`src/rtl/frame_pkg.sv`:
```
// Shared definitions for the frame generator/monitor pair.
// Header geometry, register map and parser state encoding.
package frame_pkg;

    localparam int HDR_BEATS = 8;
    localparam int HDR_BYTES = 2 * HDR_BEATS;

    localparam logic [7:0] REG_CTRL     = 8'd0;
    localparam logic [7:0] REG_DST0     = 8'd1;
    localparam logic [7:0] REG_SRC0     = 8'd7;
    localparam logic [7:0] REG_LEN_MSB  = 8'd13;
    localparam logic [7:0] REG_TYPE_MSB = 8'd15;
    localparam logic [7:0] REG_SUM0     = 8'd17;
    localparam logic [7:0] REG_FCNT_LSB = 8'd21;
    localparam logic [7:0] REG_FCNT_MSB = 8'd22;
    localparam logic [7:0] REG_ECNT     = 8'd23;
    localparam logic [7:0] REG_STATUS   = 8'd24;

    localparam int OFS_LEN_MSB = 12;
    localparam int OFS_LEN_LSB = 13;
    localparam int OFS_TYPE_MSB = 14;
    localparam int OFS_TYPE_LSB = 15;

    typedef enum logic [1:0] {
        HEADER  = 2'd0,
        PAYLOAD = 2'd1,
        DRAIN   = 2'd2
    } fsm_state_t;

endpackage

```
`src/rtl/frame_checksum.sv`:
```
// Running 32-bit sum of 16-bit payload words.
// mask_lo zeroes the padding byte of an odd-length frame.
module frame_checksum
    import frame_pkg::*;
(
    input  logic        clk,
    input  logic        reset,
    input  logic        clear,
    input  logic        enable,
    input  logic [15:0] word,
    input  logic        mask_lo,
    output logic [31:0] sum,
    output logic [31:0] sum_next
);

    logic [15:0] word_m;

    assign word_m   = mask_lo ? {word[15:8], 8'h00} : word;
    assign sum_next = sum + {16'h0000, word_m};

    // Accumulate one word per accepted payload beat
    always_ff @(posedge clk) begin
        if (reset) begin
            sum <= 32'h0;
        end else if (clear) begin
            sum <= 32'h0;
        end else if (enable) begin
            sum <= sum_next;
        end
    end

endmodule

```
`src/rtl/frame_monitor.sv`:
```
// Stream sink that parses frames, checks length and sums payload.
// Results and counters are visible over a small 8-bit register bus.
module frame_monitor
    import frame_pkg::*;
#(
    parameter int MAX_LEN = 1500
) (
    input  logic        clk,
    input  logic        reset,
    input  logic [7:0]  writedata,
    input  logic        write,
    input  logic        chipselect,
    input  logic [7:0]  address,
    input  logic        read,
    output logic [7:0]  readdata,
    input  logic [15:0] ingress_port_tdata,
    input  logic        ingress_port_tlast,
    output logic        ingress_port_tready,
    input  logic        ingress_port_tvalid
);

    localparam logic [15:0] MAX_W    = MAX_LEN[15:0];
    localparam logic [2:0]  HDR_LAST = 3'(HDR_BEATS - 1);

    fsm_state_t  state_q, state_d;
    logic        enable_q;
    logic        accept, wr_ctrl, clr_counts;
    logic [2:0]  hdr_cnt_q;
    logic [15:0] pay_cnt_q;
    logic [7:0]  hdr_q    [HDR_BYTES];
    logic [7:0]  hdr_view [HDR_BYTES];
    logic [7:0]  res_q    [HDR_BYTES];
    logic [31:0] res_sum_q;
    logic [15:0] fcnt_q;
    logic [7:0]  ecnt_q;
    logic        len_err_q;
    logic [15:0] len_w;
    logic [16:0] len_p1;
    logic [15:0] pay_beats;
    logic        last_hdr, last_pay, too_long;
    logic        good, bad, sum_clr, sum_en, mask_lo;
    logic [31:0] sum, sum_next;
    logic        busy;
    logic [3:0]  res_idx;
    logic [1:0]  sum_idx;
    logic [7:0]  rd_mux;
    logic        unused_bits;

    assign ingress_port_tready = enable_q;
    assign accept     = ingress_port_tvalid && enable_q;
    assign wr_ctrl    = chipselect && write && (address == REG_CTRL);
    assign clr_counts = wr_ctrl && writedata[1];

    assign len_w     = {hdr_q[OFS_LEN_MSB], hdr_q[OFS_LEN_LSB]};
    assign len_p1    = {1'b0, len_w} + 17'd1;
    assign pay_beats = len_p1[16:1];
    assign last_hdr  = (hdr_cnt_q == HDR_LAST);
    assign last_pay  = (pay_cnt_q == 16'd1);
    assign too_long  = (len_w > MAX_W);
    assign busy      = (state_q != HEADER) || (hdr_cnt_q != 3'd0);
    assign res_idx   = address[3:0] - 4'd1;
    assign sum_idx   = address[1:0] - 2'd1;

    assign unused_bits = ^{writedata[7:2], len_p1[0]};

    frame_checksum u_checksum (
        .clk      (clk),
        .reset    (reset),
        .clear    (sum_clr),
        .enable   (sum_en),
        .word     (ingress_port_tdata),
        .mask_lo  (mask_lo),
        .sum      (sum),
        .sum_next (sum_next)
    );

    // Parser next state and per-beat frame verdicts
    always_comb begin
        state_d = state_q;
        good    = 1'b0;
        bad     = 1'b0;
        sum_clr = 1'b0;
        sum_en  = 1'b0;
        mask_lo = 1'b0;
        if (accept) begin
            unique case (state_q)
                HEADER: begin
                    if (last_hdr) begin
                        sum_clr = 1'b1;
                        if (too_long || len_w == 16'd0) begin
                            good    = ingress_port_tlast && !too_long;
                            bad     = ingress_port_tlast && too_long;
                            state_d = ingress_port_tlast ? HEADER : DRAIN;
                        end else if (ingress_port_tlast) begin
                            bad = 1'b1;
                        end else begin
                            state_d = PAYLOAD;
                        end
                    end else if (ingress_port_tlast) begin
                        bad = 1'b1;
                    end
                end
                PAYLOAD: begin
                    sum_en  = 1'b1;
                    mask_lo = last_pay && len_w[0];
                    if (ingress_port_tlast) begin
                        good    = last_pay;
                        bad     = !last_pay;
                        state_d = HEADER;
                    end else if (last_pay) begin
                        state_d = DRAIN;
                    end
                end
                DRAIN: begin
                    if (ingress_port_tlast) begin
                        bad     = 1'b1;
                        state_d = HEADER;
                    end
                end
                default: state_d = HEADER;
            endcase
        end
    end

    // Parser state and beat counters
    always_ff @(posedge clk) begin
        if (reset) begin
            state_q   <= HEADER;
            hdr_cnt_q <= 3'd0;
            pay_cnt_q <= 16'd0;
        end else begin
            state_q <= state_d;
            if (accept && state_q == HEADER) begin
                if (ingress_port_tlast || last_hdr) begin
                    hdr_cnt_q <= 3'd0;
                end else begin
                    hdr_cnt_q <= hdr_cnt_q + 3'd1;
                end
                if (last_hdr) begin
                    pay_cnt_q <= pay_beats;
                end
            end else if (accept && state_q == PAYLOAD) begin
                pay_cnt_q <= pay_cnt_q - 16'd1;
            end
        end
    end

    // Shadow copy of the header bytes of the frame in flight
    always_ff @(posedge clk) begin
        if (reset) begin
            for (int i = 0; i < HDR_BYTES; i++) begin
                hdr_q[i] <= 8'h00;
            end
        end else if (accept && state_q == HEADER) begin
            hdr_q[{hdr_cnt_q, 1'b0}] <= ingress_port_tdata[15:8];
            hdr_q[{hdr_cnt_q, 1'b1}] <= ingress_port_tdata[7:0];
        end
    end

    // Header as it stands on the completing beat (type may be on the wire)
    always_comb begin
        for (int i = 0; i < HDR_BYTES; i++) begin
            hdr_view[i] = hdr_q[i];
        end
        if (state_q == HEADER) begin
            hdr_view[OFS_TYPE_MSB] = ingress_port_tdata[15:8];
            hdr_view[OFS_TYPE_LSB] = ingress_port_tdata[7:0];
        end
    end

    // Result registers and frame counters
    always_ff @(posedge clk) begin
        if (reset) begin
            for (int i = 0; i < HDR_BYTES; i++) begin
                res_q[i] <= 8'h00;
            end
            res_sum_q <= 32'h0;
            fcnt_q    <= 16'h0;
            ecnt_q    <= 8'h00;
            len_err_q <= 1'b0;
        end else begin
            if (good) begin
                for (int i = 0; i < HDR_BYTES; i++) begin
                    res_q[i] <= hdr_view[i];
                end
                res_sum_q <= (state_q == PAYLOAD) ? sum_next : 32'h0;
                len_err_q <= 1'b0;
            end else if (bad) begin
                len_err_q <= 1'b1;
            end
            if (clr_counts) begin
                fcnt_q <= 16'h0;
                ecnt_q <= 8'h00;
            end else begin
                if (good) begin
                    fcnt_q <= fcnt_q + 16'h1;
                end
                if (bad && ecnt_q != 8'hff) begin
                    ecnt_q <= ecnt_q + 8'h01;
                end
            end
        end
    end

    // Control register
    always_ff @(posedge clk) begin
        if (reset) begin
            enable_q <= 1'b0;
        end else if (wr_ctrl) begin
            enable_q <= writedata[0];
        end
    end

    // Read-side address decode
    always_comb begin
        rd_mux = 8'h00;
        if (address == REG_CTRL) begin
            rd_mux = {7'b0, enable_q};
        end else if (address >= REG_DST0 && address < REG_SUM0) begin
            rd_mux = res_q[res_idx];
        end else if (address >= REG_SUM0 && address < REG_FCNT_LSB) begin
            rd_mux = res_sum_q[{sum_idx, 3'b000} +: 8];
        end else if (address == REG_FCNT_LSB) begin
            rd_mux = fcnt_q[7:0];
        end else if (address == REG_FCNT_MSB) begin
            rd_mux = fcnt_q[15:8];
        end else if (address == REG_ECNT) begin
            rd_mux = ecnt_q;
        end else if (address == REG_STATUS) begin
            rd_mux = {6'b0, len_err_q, busy};
        end
    end

    // Registered read data
    always_ff @(posedge clk) begin
        if (reset) begin
            readdata <= 8'h00;
        end else if (chipselect && read) begin
            readdata <= rd_mux;
        end
    end

endmodule

```
`config.mk`:
```
export PLATFORM = sky130hd
export DESIGN_NAME = frame_monitor
export DESIGN_NICKNAME = d
export VERILOG_FILES = /design/src/rtl/frame_pkg.sv /design/src/rtl/frame_checksum.sv /design/src/rtl/frame_monitor.sv
export SDC_FILE = /design/constraint.sdc
export NUM_CORES = 1
export LEC_CHECK = 0
export BUFFER_PORTS_ARGS = -buffer_cell sky130_fd_sc_hd__buf_2
export CORE_MARGIN = 4
export CORE_UTILIZATION = 60
export CTS_BUF_LIST = sky130_fd_sc_hd__clkbuf_4 sky130_fd_sc_hd__clkbuf_8
export CTS_CLUSTER_SIZE = 25
export DETAILED_ROUTE_END_ITERATION = 8
export HOLD_SLACK_MARGIN = 0.12
export PLACE_DENSITY = 0.77
export SLEW_MARGIN = 5
export SYNTH_ARGS = -nofsm -noshare
export SYNTH_HDL_FRONTEND = slang
export SYNTH_SLANG_ARGS = --single-unit
```
`constraint.sdc`:
```
create_clock -name clk -period 5.5 [get_ports clk]
set_input_delay 1.1 -clock clk [delete_from_list [all_inputs] [get_ports clk]]
set_output_delay 1.1 -clock clk [all_outputs]
set_load 0.005 [all_outputs]
```
==> reports/metrics.cfg <==
[timing]
fin_ws_ns = 0.7480
fin_tns_setup_ns = 0
hold_viol = 0
skew_ns = 0.02785
worst_slew_pin_slew_ns = 1.011
setup_viol = 0
min_period_ns = 4.752
final_max_slew_viol_count = 0
max_freq_mhz = 210.4
rsz0062_at_grt = false
slew_headroom_pct = 32.62
post-route-period-util_pct = 86.40

[global_routing]
grt-ovfl-total = 0
grt_pass1_vias = 11680
grt_pass1_wl_mm = 63.76
grt_start_max_net_pins = 81
grtUsageTotal_pct = 24.52
grt_antenna_before_repair = 0

[floorplan]
num_rows = 62
core_area_um2 = 28940
die_h_um = 180.1
dieWidth_um = 180.1
initial_utilization_pct = 61.43
io_pins = 48
dieArea_um2 = 32450

[placement]
dp_slack_ns = 0.7967
gp_congestion = 0.9252
hpwl_mm = 26.27
dp_cells = 1942
io_buffers = 41

[synthesis]
synth-edff-count = 240
synth-xor-area-share_pct = 3.843
synth_top_area_share_pct = 40.54
synthDistinctLibCells = 67
synth_cells = 1580
syn_area_um2 = 17780
synth_compound_area_share_pct = 8.742
syn-mean-instance-area_um2 = 11.25
synth-seq-cells = 375
synthArstFlopShare_pct = 0
ys_warn_count = 0
synthAdderAreaFrac_pct = 2.224
yosys.area_share.simple_pct = 19.74
yosysSeqAreaShare_pct = 55.75
synth_ff_type = edfxtp_1
synth_top_family_by_area = simple AND/OR/NAND/NOR gates
yosys.area.top_type = edfxtp_1
synth_nets = 1650
synthTopCellsByArea = edfxtp_1 41%, dfxtp_1 15%, and2_1 6.9%
synthMuxAreaShare_pct = 7.151

[power]
combPwrFrac_pct = 5.2
p_seq_share_pct = 51.1
ir_worst_vdd_mv = 0.2653
p_leak_nw = 7.193
power_density_nw_per_um2 = 309.1
power_switching_w = 0.001333
p_clk_share_pct = 43.7
p_int_w = 0.004744
swShare_pct = 21.94

[cts]
cts_inserted_buffers = 60
cts_resized = 0
cts_root_buf = clkbuf_8
cts.sinks = 375
cts_buffer_depth = 3
cts_tree = built
clock_latency_ns = 0.62
cts_hold_buffers = 0
postCtsSetupRepairBufs = 0
clkTransAtPathRegs_ns = 0.07
htreeDepth = 2

[final_layout]
syn_to_final_growth_pct = 10.63
multi_input_area_um2 = 7436
nets = 1690
fin_cells = 2055
register_area_um2 = 9910
fillers = 2108
drive_above_1_share_pct = 16.17

[route]
routed_wl_mm = 40.27
first_iter_violations = 1051
wl_per_cell_um = 19.60
vias = 12250
firstDrtPassIters = 5
drc = 0
via_per_inst = 5.963
ant_nets = 0

[setup_path]
cp_top_family = simple AND/OR/NAND/NOR gates
cp_num_buf_inv = 2
crit_required_ns = 5.97
reg2reg_from = pay_cnt_q[2]$_SDFFE_PP0P_
critPathMaxStageDelay_ns = 0.65
crit_cells = 15
ff2ff_path_depth = 15
r2r_end = res_sum_q[31]$_SDFFE_PP0P_
crit_end = res_sum_q[31]$_SDFFE_PP0P_
arrival_ns = 5.22
r2r_slack_ns = 0.75
crit_type = reg2reg
cp_slowest_cell = nor4_1
path_cells = nor4_1 > nand4_1 > nor2_1 > and3_1 > nand2b_1 > inv_1 > ha_1 > a211o_1 > a2111oi_0 > buf_4 > nor3_1 > o21a_1 > o2111ai_1 > xor2_1 > o21ai_0
startpoint_type = register
crit_path_end_kind = register
crit_path_start = pay_cnt_q[2]$_SDFFE_PP0P_
path_max_fanout = 17

[outcome]
status = completed

[job]
max-cap-violations = 0

[hold_path]
holdCritPathClass = reg2reg

[layout by cell type (no fill, tap or decap), types with 48 or more instances in the layout]
master / netlist / final
xor2_1: 48 / 48
dfxtp_1: 135 / 135
clkbuf_8: 0 / 64
and2_1: 197 / 197
nand2_1: 156 / 156
edfxtp_1: 240 / 240
o21ai_0: 71 / 71
nor2_1: 107 / 107
a21oi_1: 79 / 79
[synthesized netlist by cell type, drive strengths merged (6+ instances only)]
master and number:
nor3b 7, nand3 27, o21ai 74, nor3 36
xnor2 30, or4 6, mux4 41, nand2b 7
a22o 8, dfxtp 135, o211ai 25, nor4 13
clkbuf 65, a211oi 8, mux2 22, a21oi 79
or2 11, and2 197, edfxtp 240, and3 16
inv 24, buf 21, o2111ai 6, nand4 18
o22ai 10, a21o 6, nor2 112, nand2 156
mux2i 10, nor2b 40, ha 30, xor2 48
[state kept, by name (all words and copies together) (netlist names)]
| name | count |
|---|---|
| hdr_q | 128 |
| res_q | 128 |
| res_sum_q | 32 |
| u_checksum.sum | 32 |
| fcnt_q | 16 |
| pay_cnt_q | 16 |
| ecnt_q | 8 |
| readdata | 8 |
| hdr_cnt_q | 3 |
| state_q | 2 |
| ingress_port_tready | 1 |
| len_err_q | 1 |
[metal layers]
layer	routed length [um]	GRT usage, %	vias to the layer above	part of all wire (%)
met4	866	6.443	0	2.2
met2	18760	39.37	454	47
met5	0	0	-	0
met1	17330	34.97	5945	43
met3	3318	4.562	72	8.2
li1	-	-	5782	-
[logic make-up after synthesis]
logic type / Yosys count
AO/OA/AOI/OAI: 252
multiplexers: 73
flip-flops: 375
XOR/XNOR: 78
AND/OR/NAND/NOR: 661
buffers and inverters: 110
adder cells (fa/ha/maj): 31
[power by group through the flow]
stage,clock network [W],logic (W),registers (W)
finish,0.00266,0.000319,0.00310
global route,0.00283,0.000342,0.00311
CTS,0.00269,0.000318,0.00310
floorplan,0,0.000198,0.00315
global placement,0,0.000312,0.00316
detailed placement,0,0.000318,0.00316
[final cells by class]
cell class              instances  share of cell area (%)
clock buffers                  93                   5.586
repair buffers                 64                   1.921
well taps                     384                   2.443
flip-flops and latches        375                   50.39
diodes                          1                 0.01273
clock inverters                19                   1.362
inverters                      24                  0.4708
multi-input cells            1095                   37.81
[how the worst min path moves through the flow]
| stage | from | to | slack (ns) | depth (start not counted) |
|---|---|---|---|---|
| global placement | res_sum_q[7]$_SDFFE_PP0P_ | res_sum_q[7]$_SDFFE_PP0P_ | 0.43 | 2 |
| global route | u_checksum.sum[4]$_SDFFE_PP0P_ | u_checksum.sum[4]$_SDFFE_PP0P_ | 0.48 | 2 |
| floorplan | res_sum_q[0]$_SDFFE_PP0P_ | res_sum_q[0]$_SDFFE_PP0P_ | 0.42 | 2 |
| detailed placement | res_sum_q[12]$_SDFFE_PP0P_ | res_sum_q[12]$_SDFFE_PP0P_ | 0.45 | 2 |
| finish | readdata[0]$_SDFFE_PP0P_ | readdata[0]$_SDFFE_PP0P_ | 0.46 | 2 |
| CTS | readdata[0]$_SDFFE_PP0P_ | readdata[0]$_SDFFE_PP0P_ | 0.46 | 2 |
[through the flow]
stage               util [%]  hold WS (ns)  total power [W]  area (um2)
finish                 67.96        0.4573         0.006078       19670
global placement       63.23        0.4315         0.003469       18300
detailed placement     63.23        0.4455         0.003480       18300
global route           67.95        0.4822         0.006284       19660
CTS                    67.95        0.4587         0.006116       19660
floorplan                  -        0.4194         0.003351       17780
[worst register-to-register path, stage by stage, from the launching register on]
cell and delay [ns]:
dfxtp_1 0.35, nor4_1 0.65, nand4_1 0.34, nor2_1 0.34, and3_1 0.39, nand2b_1 0.21
inv_1 0.06, ha_1 0.28, a211o_1 0.33, a2111oi_0 0.41, buf_4 0.19, nor3_1 0.06
o21a_1 0.43, o2111ai_1 0.34, xor2_1 0.17, o21ai_0 0.09
No activity file was read; power rests on OpenSTA's default activity.
